### src/rtl/conv_encoder_framer.sv
// Rate-1/2 K=4 convolutional encoder with framing (FRAME_LEN data bits + 3 zero tail bits).
// Optional: define CONV_ENC_SCRAMBLE_EN to add an additive x^7+x^4+1 scrambler on data bits.
module conv_encoder_framer #(
  parameter int unsigned FRAME_LEN = 1021,
  parameter logic [3:0]  G0        = 4'b1111,
  parameter logic [3:0]  G1        = 4'b1101
) (
  input  logic       clk,
  input  logic       rst,
  input  logic       enable,
  input  logic       din_valid,
  input  logic       din,
  output logic       din_ready,
  output logic       dout_valid,
  output logic [1:0] dout,
  output logic       dout_sof,
  output logic       dout_eof,
  input  logic       dout_ready,
  output logic       busy
);
  typedef enum logic [1:0] {IDLE, DATA, TAIL} state_t;
  localparam logic [9:0] LAST_BIT = 10'(FRAME_LEN - 1);

  state_t     state, state_nxt;
  logic [2:0] s;
  logic [9:0] bit_cnt;
  logic [1:0] tail_cnt;
  logic       can_load, data_acc, load, bit_in, scr_bit, start;
  logic [3:0] v;

  assign can_load = !dout_valid || dout_ready;
  assign v        = {bit_in, s};
  assign busy     = (state != IDLE) || (dout_valid && dout_eof);

  always_comb begin
    state_nxt = state;
    din_ready = 1'b0;
    data_acc  = 1'b0;
    load      = 1'b0;
    bit_in    = 1'b0;
    start     = 1'b0;
    if (!enable) begin
      state_nxt = IDLE;
    end else begin
      case (state)
        IDLE: begin
          state_nxt = DATA;
          start     = 1'b1;
        end
        DATA: begin
          din_ready = can_load;
          data_acc  = din_valid && can_load;
          load      = data_acc;
          bit_in    = din ^ scr_bit;
          if (data_acc && bit_cnt == LAST_BIT) state_nxt = TAIL;
        end
        TAIL: begin
          // tail bit is a constant 0, generated whenever the output slot frees up
          load = can_load;
          if (can_load && tail_cnt == 2'd2) state_nxt = IDLE;
        end
        default: state_nxt = IDLE;
      endcase
    end
  end

  always_ff @(posedge clk) begin
    if (rst || !enable) begin
      state      <= IDLE;
      s          <= 3'b000;
      bit_cnt    <= '0;
      tail_cnt   <= '0;
      dout_valid <= 1'b0;
      dout_sof   <= 1'b0;
      dout_eof   <= 1'b0;
      if (rst) dout <= 2'b00;
    end else begin
      state <= state_nxt;
      if (start) begin
        s        <= 3'b000;
        bit_cnt  <= '0;
        tail_cnt <= '0;
      end
      if (load) begin
        s          <= {bit_in, s[2:1]};
        dout_valid <= 1'b1;
        dout       <= {^(v & G0), ^(v & G1)};
        dout_sof   <= data_acc && (bit_cnt == '0);
        dout_eof   <= (state == TAIL) && (tail_cnt == 2'd2);
      end else if (dout_ready) begin
        dout_valid <= 1'b0;
      end
      if (data_acc) bit_cnt <= (bit_cnt == LAST_BIT) ? '0 : bit_cnt + 10'd1;
      if (state == TAIL && load) tail_cnt <= (tail_cnt == 2'd2) ? 2'd0 : tail_cnt + 2'd1;
    end
  end

`ifdef CONV_ENC_SCRAMBLE_EN
  logic [6:0] lfsr;
  assign scr_bit = lfsr[6] ^ lfsr[3];
  always_ff @(posedge clk) begin
    if (rst || !enable || start) lfsr <= 7'h7F;
    else if (data_acc)           lfsr <= {lfsr[5:0], scr_bit};
  end
`else
  assign scr_bit = 1'b0;
`endif
endmodule

### config.mk
export PLATFORM = sky130hd
export DESIGN_NAME = conv_encoder_framer
export DESIGN_NICKNAME = d
export VERILOG_FILES = /design/src/rtl/conv_encoder_framer.sv
export SDC_FILE = /design/constraint.sdc
export NUM_CORES = 1
export LEC_CHECK = 0
export CORE_ASPECT_RATIO = 1.75
export CORE_MARGIN = 5
export CORE_UTILIZATION = 33
export CTS_BUF_LIST = sky130_fd_sc_hd__clkbuf_8
export DETAILED_ROUTE_END_ITERATION = 6
export PLACE_DENSITY = 0.51
export RECOVER_POWER = 50
export SLEW_MARGIN = 20
export SYNTH_ARGS = -nofsm -noshare
export SYNTH_HDL_FRONTEND = slang
export SYNTH_SLANG_ARGS = --single-unit
export TNS_END_PERCENT = 30
### constraint.sdc
create_clock -name clk -period 1.5 [get_ports clk]
set_input_delay 0.15 -clock clk [delete_from_list [all_inputs] [get_ports clk]]
set_output_delay 0.15 -clock clk [all_outputs]
set_load 0.005 [all_outputs]
==> impl_metrics.prom, run 1 <==
# TYPE chip_impl_metric gauge
chip_impl_info{name="status",value="complete, but fails checks"} 1
chip_impl_info{name="violations",value="setup timing"} 1
chip_impl_metric{name="synth.mux.area_fraction",unit="%"} 0.761
chip_impl_metric{name="via_count_of_the_first_global_routing_pass",unit=""} 1418
chip_impl_info{name="cts_tree",value="done"} 1
chip_impl_metric{name="max_stage_delay",unit="ns"} 0.61
chip_impl_metric{name="leakagePower",unit="uW"} 0.000684
chip_impl_metric{name="die_x",unit="um"} 57.7
chip_impl_metric{name="final_report_max_slew_violation_count",unit=""} 0
chip_impl_metric{name="synthesis.area_per_instance",unit="um^2"} 8.38
chip_impl_metric{name="antennaDiodeCount",unit=""} 0
chip_impl_metric{name="synth.cell_area",unit="um^2"} 1320
chip_impl_metric{name="yosysSeqAreaShare",unit="%"} 35.0
chip_impl_metric{name="initial_utilization",unit="%"} 34.0
chip_impl_metric{name="number_of_antenna_violations_at_the_first_check_in_global_routing",unit=""} 0
chip_impl_metric{name="final_net_count",unit=""} 214
chip_impl_metric{name="p_sw_share",unit="%"} 22.7
chip_impl_metric{name="area_share_of_fa_ha_maj_cells_after_synthesis",unit="%"} 6.66
chip_impl_info{name="startpoint_type",value="flop"} 1
chip_impl_metric{name="setup_slack",unit="ns"} -0.0935
chip_impl_info{name="critical_path.endpoint_type",value="flop"} 1
chip_impl_metric{name="clkTransAtPathRegs",unit="ns"} 0.08
chip_impl_metric{name="synth_seq_cells",unit=""} 22
chip_impl_info{name="rr_startpoint",value="state[0]"} 1
chip_impl_metric{name="share_of_post_route_cells_with_drive_strength_above_1",unit="%"} 35.5
chip_impl_metric{name="core.rowCount",unit=""} 30
chip_impl_metric{name="dp_hpwl",unit="um"} 2780
chip_impl_metric{name="ys_warn_count",unit=""} 0
chip_impl_info{name="hold_path_startpoint",value="dout_sof"} 1
chip_impl_metric{name="period_share",unit="%"} 106
chip_impl_metric{name="placed_cell_area",unit="um^2"} 1750
chip_impl_metric{name="power_frac_seq",unit="%"} 43.8
chip_impl_metric{name="postSynth.asyncResetShare",unit="%"} 0
chip_impl_metric{name="timing.critical_path.fanout_max",unit=""} 5
chip_impl_metric{name="nets_in_the_synthesized_netlist",unit=""} 170
chip_impl_metric{name="slew-limit-headroom",unit="%"} 76.3
chip_impl_metric{name="drt_iter0_markers",unit=""} 28
chip_impl_info{name="synth_top_family_by_area",value="simple AND/OR/NAND/NOR gates"} 1
chip_impl_metric{name="yosys.area_share.simple",unit="%"} 33.5
chip_impl_metric{name="post-layout-total-power",unit="uW"} 1380
chip_impl_info{name="cell_by_cell_trace_of_the_critical_path",value="inv_4, ha_2, a21boi_2, or4b_2, nand4_1"} 1
chip_impl_metric{name="routed_wire_length_per_instance",unit="um"} 14.9
chip_impl_metric{name="post_synthesis_to_final_layout_area_growth",unit="%"} 49.8
chip_impl_metric{name="p_clk_share",unit="%"} 40.7
chip_impl_metric{name="max_slew.worst_pin.slew",unit="ns"} 0.355
chip_impl_info{name="critPathSlowestCell",value="sky130_fd_sc_hd__or4b_2"} 1
chip_impl_metric{name="core_area",unit="um^2"} 3870
chip_impl_metric{name="synth_top_area_share",unit="%"} 30.4
chip_impl_metric{name="detailedPlace.worstSlack",unit="ns"} -0.334
chip_impl_metric{name="synth-edff-count",unit=""} 2
chip_impl_info{name="clockRootBuffer",value="sky130_fd_sc_hd__clkbuf_8"} 1
chip_impl_metric{name="critPathRequiredTime",unit="ns"} 1.70
chip_impl_info{name="path_type_of_the_worst_setup_path",value="flop to flop"} 1
chip_impl_metric{name="num_io_pins",unit=""} 13
chip_impl_metric{name="die_height",unit="um"} 93.5
chip_impl_metric{name="detailroute.via_count",unit=""} 1363
chip_impl_metric{name="finalHoldViolCount",unit=""} 0
chip_impl_info{name="ys_dominant_reg_cell",value="sky130_fd_sc_hd__dfxtp_1"} 1
chip_impl_metric{name="max-cap-violations",unit=""} 0
chip_impl_metric{name="port-buffer-count",unit=""} 12
chip_impl_info{name="worst_path_dominant_cell_family",value="simple AND/OR/NAND/NOR gates"} 1
chip_impl_metric{name="synthDistinctLibCells",unit=""} 42
chip_impl_info{name="synth_top_cell_by_area",value="sky130_fd_sc_hd__dfxtp_1"} 1
chip_impl_info{name="synth_commonest_cells",value="sky130_fd_sc_hd__dfxtp_1 (20), sky130_fd_sc_hd__nand3_1 (16), sky130_fd_sc_hd__nand2_1 (15)"} 1
chip_impl_metric{name="total_switching_power",unit="uW"} 313
chip_impl_metric{name="drtAntennaViolNets",unit=""} 0
chip_impl_metric{name="fin_setup_tns",unit="ns"} -0.507
chip_impl_metric{name="synthXorXnorAreaFrac",unit="%"} 2.00
chip_impl_metric{name="grt_start_max_net_pins",unit=""} 21
chip_impl_info{name="critPathLaunch",value="state[0]"} 1
chip_impl_metric{name="cts_inserted_buffers",unit=""} 3
chip_impl_metric{name="globalplace.congestion",unit=""} 0.855
chip_impl_metric{name="final-setup-viol-count",unit=""} 15
chip_impl_metric{name="routed_wirelength",unit="um"} 3690
chip_impl_metric{name="syn-instance-count",unit=""} 157
chip_impl_metric{name="pwr-share-comb",unit="%"} 15.4
chip_impl_info{name="holdCritPathClass",value="flop to flop"} 1
chip_impl_info{name="synth.area.top_cells",value="sky130_fd_sc_hd__dfxtp_1 (30%), sky130_fd_sc_hd__ha_1 (6.7%), sky130_fd_sc_hd__nand3_1 (6.1%)"} 1
chip_impl_metric{name="power_report.internal_total",unit="uW"} 1060
chip_impl_metric{name="clock_tree.buffer_depth",unit=""} 2
chip_impl_metric{name="power_density",unit="nW/um^2"} 699
chip_impl_metric{name="route.detailed.vias_per_inst",unit=""} 5.50
chip_impl_metric{name="global_route_congestion_overflow_total",unit=""} 0
chip_impl_info{name="setup_repair_after_global_routing_missed_its_margin",value="true"} 1
chip_impl_metric{name="finalWorstPathRequiredPeriod",unit="ns"} 1.59
chip_impl_metric{name="clock_latency",unit="ns"} 0.26
chip_impl_metric{name="worst-path-buf-inv",unit=""} 1
chip_impl_metric{name="postLayoutCoreUtil",unit="%"} 50.9
chip_impl_metric{name="vdd.ir_drop.worst",unit="mV"} 0.552
chip_impl_metric{name="compound_gate_fraction_of_synth_area",unit="%"} 17.2
chip_impl_metric{name="detailed_router_iteration_count_before_antenna_repair",unit=""} 4
chip_impl_metric{name="drc",unit=""} 0
chip_impl_metric{name="track_usage",unit="%"} 14.6
chip_impl_info{name="yosysMostFrequentCell",value="sky130_fd_sc_hd__dfxtp_1"} 1
chip_impl_metric{name="cp_data_arrival_time",unit="ns"} 1.80
chip_impl_metric{name="fin_skew",unit="ns"} 0.00159
chip_impl_metric{name="fin_area",unit="um^2"} 1970
chip_impl_metric{name="h_tree_depth",unit=""} 1
chip_impl_metric{name="fp.dieArea",unit="um^2"} 5400
chip_impl_metric{name="wire_length_of_the_first_global_routing_pass",unit="um"} 6350
chip_impl_metric{name="achievable_frequency",unit="GHz"} 0.628
chip_impl_metric{name="cts_sinks",unit=""} 22
==> through the flow <==
step,instances,hold slack (ns)
floorplan,157,0.371
global placement,239,0.446
detailed placement,239,0.452
CTS,248,0.464
global route,248,0.488
finish,248,0.459
==> layout make-up <==
cell class / count / area, um^2
fill: 370 / 1900
multi-input combinational: 122 / 923
sequential: 22 / 470
timing repair buffer: 47 / 420
tap: 48 / 60.1
clock buffer: 3 / 41.3
clock inverter: 1 / 30.0
inverter: 5 / 23.8
==> flip-flops by register name, indices dropped and copies added (netlist names) <==
name and flops:
s 3, dout_eof 1, dout_sof 1, dout 2, tail_cnt 2, bit_cnt 10, dout_valid 1, state 2
==> metal layers <==
| metal | vias to the layer above | track usage (%) | part of all wire [%] |
|---|---|---|---|
| li1 | 684 | - | - |
| met1 | 654 | 15.5 | 40 |
| met2 | 19 | 28.4 | 55 |
| met3 | 6 | 2.21 | 3.3 |
| met4 | 0 | 4.45 | 1.7 |
| met5 | - | 0 | 0 |
==> cell families (layout without fill, tap and decap cells) <==
group | Yosys count | count (layout)
AND/OR/NAND/NOR | 76 | 76
multiplexers | 1 | 1
buffers and inverters | 13 | 56
flip-flops | 22 | 22
adder cells (fa/ha/maj) | 7 | 7
XOR/XNOR | 3 | 3
AO/OA/AOI/OAI | 35 | 35
==> worst min-delay path, delay by kind of cell, from the launching register on <==
| family | cells | cell delay (ns) |
|---|---|---|
| flip-flops | 1 | 0.32 |
| AND/OR/NAND/NOR | 1 | 0.05 |
| AO/OA/AOI/OAI | 1 | 0.05 |
==> placed cells by master (no fill, tap or decap), drive strengths merged, types with 2 or more instances in the layout <==
| master | netlist | routed |
|---|---|---|
| dlygate4sd3 | 0 | 3 |
| a41oi | 2 | 2 |
| xnor2 | 2 | 2 |
| ha | 7 | 7 |
| nand2b | 4 | 4 |
| nand3 | 17 | 17 |
| a31oi | 8 | 8 |
| or4 | 4 | 4 |
| nor4 | 2 | 2 |
| inv | 5 | 5 |
| nand2 | 15 | 15 |
| buf | 4 | 36 |
| clkdlybuf4s50 | 0 | 7 |
| nor3 | 2 | 2 |
| dfxtp | 20 | 20 |
| nor2b | 3 | 3 |
| and4 | 3 | 3 |
| o2111ai | 3 | 3 |
| nor2 | 10 | 10 |
| clkbuf | 4 | 3 |
| edfxtp | 2 | 2 |
| a21oi | 8 | 8 |
| o21ai | 7 | 7 |
| nand4 | 6 | 6 |
| a311oi | 3 | 3 |
| or4b | 2 | 2 |
| nand4b | 2 | 2 |
==> path summary, 6_finish.rpt <==
check             end  slack, ns  cells past startpoint
max          state[0]      -0.09                      5
min          dout_sof       0.46                      2
max reg2reg  state[0]      -0.09                      5
min reg2reg  dout_sof       0.46                      2
==> power by group through the flow <==
| stage | clock, uW | combinational, uW | sequential (uW) |
|---|---|---|---|
| final | 561 | 213 | 604 |
| after global routing | 599 | 231 | 605 |
| after CTS | 572 | 208 | 605 |
| after detailed placement | 0 | 193 | 619 |
| after global placement | 0 | 193 | 619 |
| after floorplan | 0 | 86.1 | 619 |
==> what timing repair did <==
item,4_1_cts,5_1_grt
setup buffers,4,1
cloned,1,0
pin swaps,8,15
endpoints found under the setup margin,24,24
gates resized for setup,15,18
hold buffers,0,0
Note: power is estimated with default switching activity, not from simulation.
==> inputs of run 2 (changes only) <==
- MAX_ROUTING_LAYER: default -> met4
==> impl_metrics.prom, run 2 (synthesized netlist as in run 1, its figures left out) <==
# TYPE chip_impl_metric gauge
chip_impl_metric{name="routed_wirelength",unit="um"} 3720
chip_impl_metric{name="grt_start_max_net_pins",unit=""} 21
chip_impl_info{name="status",value="complete, but fails checks"} 1
chip_impl_metric{name="multi_input_area",unit="um^2"} 923
chip_impl_metric{name="min_delay_path_depth",unit=""} 2
chip_impl_info{name="clockRootBuffer",value="sky130_fd_sc_hd__clkbuf_8"} 1
chip_impl_metric{name="max_stage_delay",unit="ns"} 0.61
chip_impl_metric{name="detailedPlace.worstSlack",unit="ns"} -0.334
chip_impl_metric{name="cp_data_arrival_time",unit="ns"} 1.80
chip_impl_metric{name="dp_cells",unit=""} 239
chip_impl_metric{name="drtAntennaViolNets",unit=""} 0
chip_impl_metric{name="globalplace.congestion",unit=""} 0.869
chip_impl_metric{name="setup_slack",unit="ns"} -0.0932
chip_impl_metric{name="die_x",unit="um"} 57.7
chip_impl_info{name="cell_by_cell_trace_of_the_critical_path",value="inv_4, ha_2, a21boi_2, or4b_2, nand4_1"} 1
chip_impl_metric{name="core_area",unit="um^2"} 3870
chip_impl_metric{name="fin_skew",unit="ns"} 0.00408
chip_impl_metric{name="post_cts_hold_buffer_count",unit=""} 0
chip_impl_metric{name="worst-path-buf-inv",unit=""} 1
chip_impl_metric{name="max-cap-violations",unit=""} 0
chip_impl_metric{name="finalWorstPathRequiredPeriod",unit="ns"} 1.59
chip_impl_metric{name="post_synthesis_to_final_layout_area_growth",unit="%"} 49.8
chip_impl_metric{name="cts_sinks",unit=""} 22
chip_impl_metric{name="period_share",unit="%"} 106
chip_impl_metric{name="detailed_router_iteration_count_before_antenna_repair",unit=""} 4
chip_impl_metric{name="share_of_post_route_cells_with_drive_strength_above_1",unit="%"} 35.5
chip_impl_metric{name="route.detailed.vias_per_inst",unit=""} 5.50
chip_impl_metric{name="achievable_frequency",unit="GHz"} 0.628
chip_impl_metric{name="ff_latch_area",unit="um^2"} 470
chip_impl_metric{name="routed_wire_length_per_instance",unit="um"} 15.0
chip_impl_metric{name="final_cell_count_no_fill",unit=""} 248
chip_impl_metric{name="max_slew.worst_pin.slew",unit="ns"} 0.349
chip_impl_metric{name="number_of_antenna_violations_at_the_first_check_in_global_routing",unit=""} 0
chip_impl_metric{name="clock_latency",unit="ns"} 0.26
chip_impl_metric{name="drc",unit=""} 0
chip_impl_metric{name="h_tree_depth",unit=""} 1
chip_impl_info{name="holdCritPathClass",value="flop to flop"} 1
chip_impl_metric{name="core.rowCount",unit=""} 30
chip_impl_metric{name="track_usage",unit="%"} 15.0
chip_impl_metric{name="die_height",unit="um"} 93.5
chip_impl_info{name="most-common-layout-cells",value="sky130_fd_sc_hd__buf_4 (30), sky130_fd_sc_hd__dfxtp_1 (16), sky130_fd_sc_hd__nand2_1 (13)"} 1
chip_impl_metric{name="port-buffer-count",unit=""} 12
chip_impl_metric{name="dp_hpwl",unit="um"} 2780
chip_impl_metric{name="global_route_congestion_overflow_total",unit=""} 0
chip_impl_metric{name="num_io_pins",unit=""} 13
chip_impl_info{name="worst_path_dominant_cell_family",value="simple AND/OR/NAND/NOR gates"} 1
chip_impl_metric{name="power_density",unit="nW/um^2"} 700
chip_impl_info{name="biggest_register",value="bit_cnt"} 1
chip_impl_metric{name="final_report_max_slew_violation_count",unit=""} 0
chip_impl_metric{name="clock_tree.buffer_depth",unit=""} 2
chip_impl_info{name="violations",value="setup timing"} 1
chip_impl_metric{name="largest_register_ff_count",unit=""} 10
chip_impl_metric{name="fin_area",unit="um^2"} 1970
chip_impl_info{name="setup_repair_after_global_routing_missed_its_margin",value="true"} 1
chip_impl_metric{name="cp_num_cells",unit=""} 5
chip_impl_metric{name="n_fill_cell",unit=""} 370
chip_impl_metric{name="cts_inserted_buffers",unit=""} 3
chip_impl_info{name="startpoint_type",value="flop"} 1
chip_impl_metric{name="antennaDiodeCount",unit=""} 0
chip_impl_info{name="path_type_of_the_worst_setup_path",value="flop to flop"} 1
chip_impl_metric{name="r2r_cells",unit=""} 5
chip_impl_metric{name="final-setup-viol-count",unit=""} 15
chip_impl_metric{name="timing.critical_path.fanout_max",unit=""} 5
chip_impl_metric{name="postLayoutCoreUtil",unit="%"} 50.9
chip_impl_metric{name="fp.dieArea",unit="um^2"} 5400
chip_impl_metric{name="finalHoldViolCount",unit=""} 0
chip_impl_metric{name="via_count_of_the_first_global_routing_pass",unit=""} 1419
chip_impl_metric{name="leakagePower",unit="uW"} 0.000684
chip_impl_metric{name="finalHoldWorstSlack",unit="ns"} 0.462
chip_impl_metric{name="vdd.ir_drop.worst",unit="mV"} 0.555
chip_impl_info{name="critical_path.endpoint_type",value="flop"} 1
chip_impl_metric{name="clkTransAtPathRegs",unit="ns"} 0.09
chip_impl_info{name="mostFrequentLayoutCell",value="sky130_fd_sc_hd__buf_4"} 1
chip_impl_info{name="critPathSlowestCell",value="sky130_fd_sc_hd__or4b_2"} 1
chip_impl_metric{name="initial_utilization",unit="%"} 34.0
chip_impl_metric{name="final_net_count",unit=""} 214
chip_impl_info{name="largestRegisters",value="bit_cnt: 10 flops, s: 3 flops"} 1
chip_impl_info{name="cts_tree",value="done"} 1
chip_impl_metric{name="placed_cell_area",unit="um^2"} 1750
chip_impl_metric{name="critPathRequiredTime",unit="ns"} 1.71
chip_impl_metric{name="wire_length_of_the_first_global_routing_pass",unit="um"} 6350
chip_impl_metric{name="drt_iter0_markers",unit=""} 27
chip_impl_metric{name="slew-limit-headroom",unit="%"} 76.6
chip_impl_metric{name="detailroute.via_count",unit=""} 1364
## run 2: cell counts in the layout (fill, tap and decap cells not counted)
No cell type changed its count.
## run 2: final cells by class
cell class,count,share of cell area [%]
clock buffers,3,2.10
repair buffers,47,21.3
flip-flops and latches,22,23.9
clock inverters,1,1.52
well taps,48,3.05
inverters,5,1.21
multi-input cells,122,46.9
## run 2: power breakdown
| part | total (uW) | internal (uW) | leakage [uW] | switching [uW] |
|---|---|---|---|---|
| clock | 561 | 357 | 0.0000357 | 205 |
| combinational | 213 | 111 | 0.000464 | 102 |
| sequential | 604 | 597 | 0.000184 | 6.93 |
## run 2: worst reg2reg max path, stage by stage (launching register included)
cell and delay [ns]:
sky130_fd_sc_hd__dfxtp_4 0.39, sky130_fd_sc_hd__inv_4 0.05, sky130_fd_sc_hd__ha_2 0.20, sky130_fd_sc_hd__a21boi_2 0.18
sky130_fd_sc_hd__or4b_2 0.61, sky130_fd_sc_hd__nand4_1 0.10
## run 2: routing by layer
metal	GRT usage [%]	share of wire, %	wire (um)
met1	15.5	40	1490
met2	28.4	55	2040
met3	2.21	3.4	125
met4	4.45	1.7	62
met5	-	0	0
## run 2: what timing repair did
item / 4_1_cts / 5_1_grt
pin swaps: 8 / 15
setup buffers: 4 / 1
gates resized for setup: 15 / 18
hold endpoints to repair: 0 / 0
gates cloned: 1 / 0
endpoints found under the setup margin: 24 / 24
## run 2: final timing paths
check / start / endpoint / slack (ns)
hold reg to reg: dout_sof / dout_sof / 0.46
setup / recovery: state[0] / state[0] / -0.09
hold / removal: dout_sof / dout_sof / 0.46
setup reg to reg: state[0] / state[0] / -0.09
## run 2: per-stage QoR
stage | TNS, ns | total power [uW]
2_1_floorplan | -0.273 | 705
3_3_place_gp | -5.06 | 812
3_5_place_dp | -5.88 | 812
4_1_cts | -0.948 | 1380
5_1_grt | -1.82 | 1430
6_report | -0.499 | 1380
==> inputs of run 3 (changes only) <==
- CORE_MARGIN: 5 -> default
- CORE_UTILIZATION: 33 -> 53
- PLACE_DENSITY: 0.51 -> 0.76
==> impl_metrics.prom, run 3 (synthesized netlist as in run 1, its figures left out) <==
# TYPE chip_impl_metric gauge
chip_impl_metric{name="r2r_cells",unit=""} 6
chip_impl_metric{name="fin_skew",unit="ns"} 0.00382
chip_impl_metric{name="max-cap-violations",unit=""} 0
chip_impl_metric{name="finalHoldViolCount",unit=""} 0
chip_impl_metric{name="cp_data_arrival_time",unit="ns"} 1.79
chip_impl_metric{name="final-setup-viol-count",unit=""} 13
chip_impl_info{name="cts_tree",value="done"} 1
chip_impl_metric{name="multi_input_area",unit="um^2"} 888
chip_impl_metric{name="h_tree_depth",unit=""} 1
chip_impl_metric{name="final_report_max_slew_violation_count",unit=""} 0
chip_impl_metric{name="finalWorstPathRequiredPeriod",unit="ns"} 1.59
chip_impl_info{name="rr_startpoint",value="state[0]"} 1
chip_impl_metric{name="setup_slack_of_the_most_critical_reg_to_reg_path",unit="ns"} -0.09
chip_impl_metric{name="post_cts_hold_buffer_count",unit=""} 0
chip_impl_metric{name="drtAntennaViolNets",unit=""} 0
chip_impl_metric{name="wire_length_of_the_first_global_routing_pass",unit="um"} 5710
chip_impl_metric{name="min_delay_path_depth",unit=""} 2
chip_impl_metric{name="total_switching_power",unit="uW"} 318
chip_impl_metric{name="route.detailed.vias_per_inst",unit=""} 6.35
chip_impl_metric{name="largest_register_ff_count",unit=""} 10
chip_impl_info{name="min_delay_worst_endpoint",value="dout_sof"} 1
chip_impl_info{name="largestRegisters",value="bit_cnt: 10 flops, s: 3 flops"} 1
chip_impl_metric{name="share_of_post_route_cells_with_drive_strength_above_1",unit="%"} 29.9
chip_impl_metric{name="cts_inserted_buffers",unit=""} 3
chip_impl_metric{name="routed_wire_length_per_instance",unit="um"} 17.8
chip_impl_metric{name="globalplace.congestion",unit=""} 0.869
chip_impl_metric{name="p_clk_share",unit="%"} 41.6
chip_impl_metric{name="finalHoldWorstSlack",unit="ns"} 0.472
chip_impl_info{name="clockRootBuffer",value="sky130_fd_sc_hd__clkbuf_8"} 1
chip_impl_info{name="r2r_end",value="s[2]"} 1
chip_impl_metric{name="max_slew.worst_pin.slew",unit="ns"} 0.319
chip_impl_info{name="most-common-layout-cells",value="sky130_fd_sc_hd__buf_4 (31), sky130_fd_sc_hd__dfxtp_1 (17), sky130_fd_sc_hd__nand3_1 (16)"} 1
chip_impl_info{name="violations",value="setup timing"} 1
chip_impl_metric{name="clock_tree.buffer_depth",unit=""} 2
chip_impl_metric{name="postLayoutCoreUtil",unit="%"} 79.2
chip_impl_metric{name="track_usage",unit="%"} 30.9
chip_impl_metric{name="power_density",unit="nW/um^2"} 740
chip_impl_metric{name="power_frac_seq",unit="%"} 44.3
chip_impl_metric{name="setup_slack",unit="ns"} -0.0865
chip_impl_metric{name="global_route_congestion_overflow_total",unit=""} 0
chip_impl_metric{name="via_count_of_the_first_global_routing_pass",unit=""} 1377
chip_impl_metric{name="period_share",unit="%"} 106
chip_impl_metric{name="grt_start_max_net_pins",unit=""} 21
chip_impl_metric{name="core.rowCount",unit=""} 23
chip_impl_metric{name="pwr-share-comb",unit="%"} 14.1
chip_impl_metric{name="drc",unit=""} 0
chip_impl_metric{name="power_report.internal_total",unit="uW"} 1050
chip_impl_metric{name="initial_utilization",unit="%"} 56.4
chip_impl_info{name="status",value="complete, but fails checks"} 1
chip_impl_metric{name="cts_sinks",unit=""} 22
chip_impl_metric{name="detailroute.via_count",unit=""} 1409
chip_impl_metric{name="clock_latency",unit="ns"} 0.27
chip_impl_metric{name="number_of_antenna_violations_at_the_first_check_in_global_routing",unit=""} 0
chip_impl_metric{name="achievable_frequency",unit="GHz"} 0.630
chip_impl_metric{name="clkTransAtPathRegs",unit="ns"} 0.09
chip_impl_metric{name="final_cell_count_no_fill",unit=""} 222
chip_impl_metric{name="drt_iter0_markers",unit=""} 41
chip_impl_info{name="setup_repair_after_global_routing_missed_its_margin",value="true"} 1
chip_impl_metric{name="vdd.ir_drop.worst",unit="mV"} 0.995
chip_impl_metric{name="die_x",unit="um"} 39.7
chip_impl_metric{name="leakagePower",unit="uW"} 0.000656
chip_impl_info{name="biggest_register",value="bit_cnt"} 1
chip_impl_metric{name="die_height",unit="um"} 67.9
chip_impl_metric{name="fin_area",unit="um^2"} 1850
chip_impl_metric{name="post_synthesis_to_final_layout_area_growth",unit="%"} 40.3
chip_impl_metric{name="n_fill_cell",unit=""} 162
chip_impl_metric{name="final_net_count",unit=""} 211
chip_impl_info{name="hold_path_startpoint",value="dout_sof"} 1
chip_impl_metric{name="critPathRequiredTime",unit="ns"} 1.70
chip_impl_info{name="startpoint_type",value="flop"} 1
chip_impl_metric{name="ff_latch_area",unit="um^2"} 469
chip_impl_metric{name="dp_cells",unit=""} 213
chip_impl_metric{name="fin_setup_tns",unit="ns"} -0.470
chip_impl_info{name="holdCritPathClass",value="flop to flop"} 1
chip_impl_info{name="critical_path.endpoint_type",value="flop"} 1
chip_impl_metric{name="detailed_router_iteration_count_before_antenna_repair",unit=""} 5
chip_impl_metric{name="antennaDiodeCount",unit=""} 0
chip_impl_metric{name="p_sw_share",unit="%"} 23.3
chip_impl_metric{name="timing.critical_path.fanout_max",unit=""} 7
chip_impl_metric{name="core_area",unit="um^2"} 2330
chip_impl_metric{name="slew-limit-headroom",unit="%"} 78.7
chip_impl_info{name="critPathLaunch",value="state[0]"} 1
chip_impl_metric{name="routed_wirelength",unit="um"} 3950
chip_impl_metric{name="fp.dieArea",unit="um^2"} 2690
chip_impl_metric{name="placed_cell_area",unit="um^2"} 1670
chip_impl_info{name="path_type_of_the_worst_setup_path",value="flop to flop"} 1
chip_impl_metric{name="dp_hpwl",unit="um"} 2750
chip_impl_metric{name="port-buffer-count",unit=""} 12
chip_impl_info{name="mostFrequentLayoutCell",value="sky130_fd_sc_hd__buf_4"} 1
chip_impl_metric{name="num_io_pins",unit=""} 13
run 3: cell types whose count changed in the layout (fill, tap and decap cells not counted), sizes merged:
cell and delta:
dlygate4sd2 +1, clkdlybuf4s50 -1, dlygate4sd3 +1, buf -4
run 3: power by group through the flow:
stage	Combinational (uW)	Sequential (uW)	Clock (uW)
2_1_floorplan	86.1	619	0
3_3_place_gp	162	620	0
3_5_place_dp	170	621	0
4_1_cts	180	605	572
5_1_grt	203	606	586
6_report	193	606	568
run 3: timing repair:
action / 4_1_cts / 5_1_grt
endpoints found under the setup margin: 22 / 23
setup buffers: 2 / 3
pin swaps: 7 / 4
resized for setup: 13 / 5
run 3: stage by stage:
| step | power (uW) | worst slack (ns) |
|---|---|---|
| 4_1_cts | 1360 | -0.101 |
| 2_1_floorplan | 705 | -0.0667 |
| 3_3_place_gp | 782 | -0.239 |
| 3_5_place_dp | 791 | -0.389 |
| 6_report | 1370 | -0.0865 |
| 5_1_grt | 1400 | -0.168 |
run 3: metal layers:
layer | vias to the layer above | part of all wire [%] | GRT usage (%)
li1 | 678 | - | -
met1 | 685 | 41 | 29.1
met2 | 36 | 55 | 55.1
met4 | 0 | 2.3 | 18.5
met3 | 10 | 2.3 | 4.87
met5 | - | 0 | -
run 3: cell type report:
cell class / count / area share (%)
clock buffers: 3 / 2.24
clock inverters: 1 / 1.63
inverters: 5 / 1.29
multi-input cells: 122 / 48.1
flip-flops and latches: 22 / 25.4
well taps: 25 / 1.69
repair buffers: 44 / 19.6
run 3: how the worst max path moves through the flow:
stage	endpoint
final	s[2]
after global routing	s[2]
after CTS	state[1]
after detailed placement	bit_cnt[6]
after global placement	s[2]
after floorplan	s[2]
run 3: worst max-delay path, stage by stage, from the launching register on:
cell,delay [ns]
sky130_fd_sc_hd__dfxtp_4,0.41
sky130_fd_sc_hd__inv_4,0.06
sky130_fd_sc_hd__ha_4,0.27
sky130_fd_sc_hd__nand2_2,0.05
sky130_fd_sc_hd__or3_4,0.39
sky130_fd_sc_hd__or2_0,0.22
sky130_fd_sc_hd__a21oi_1,0.13
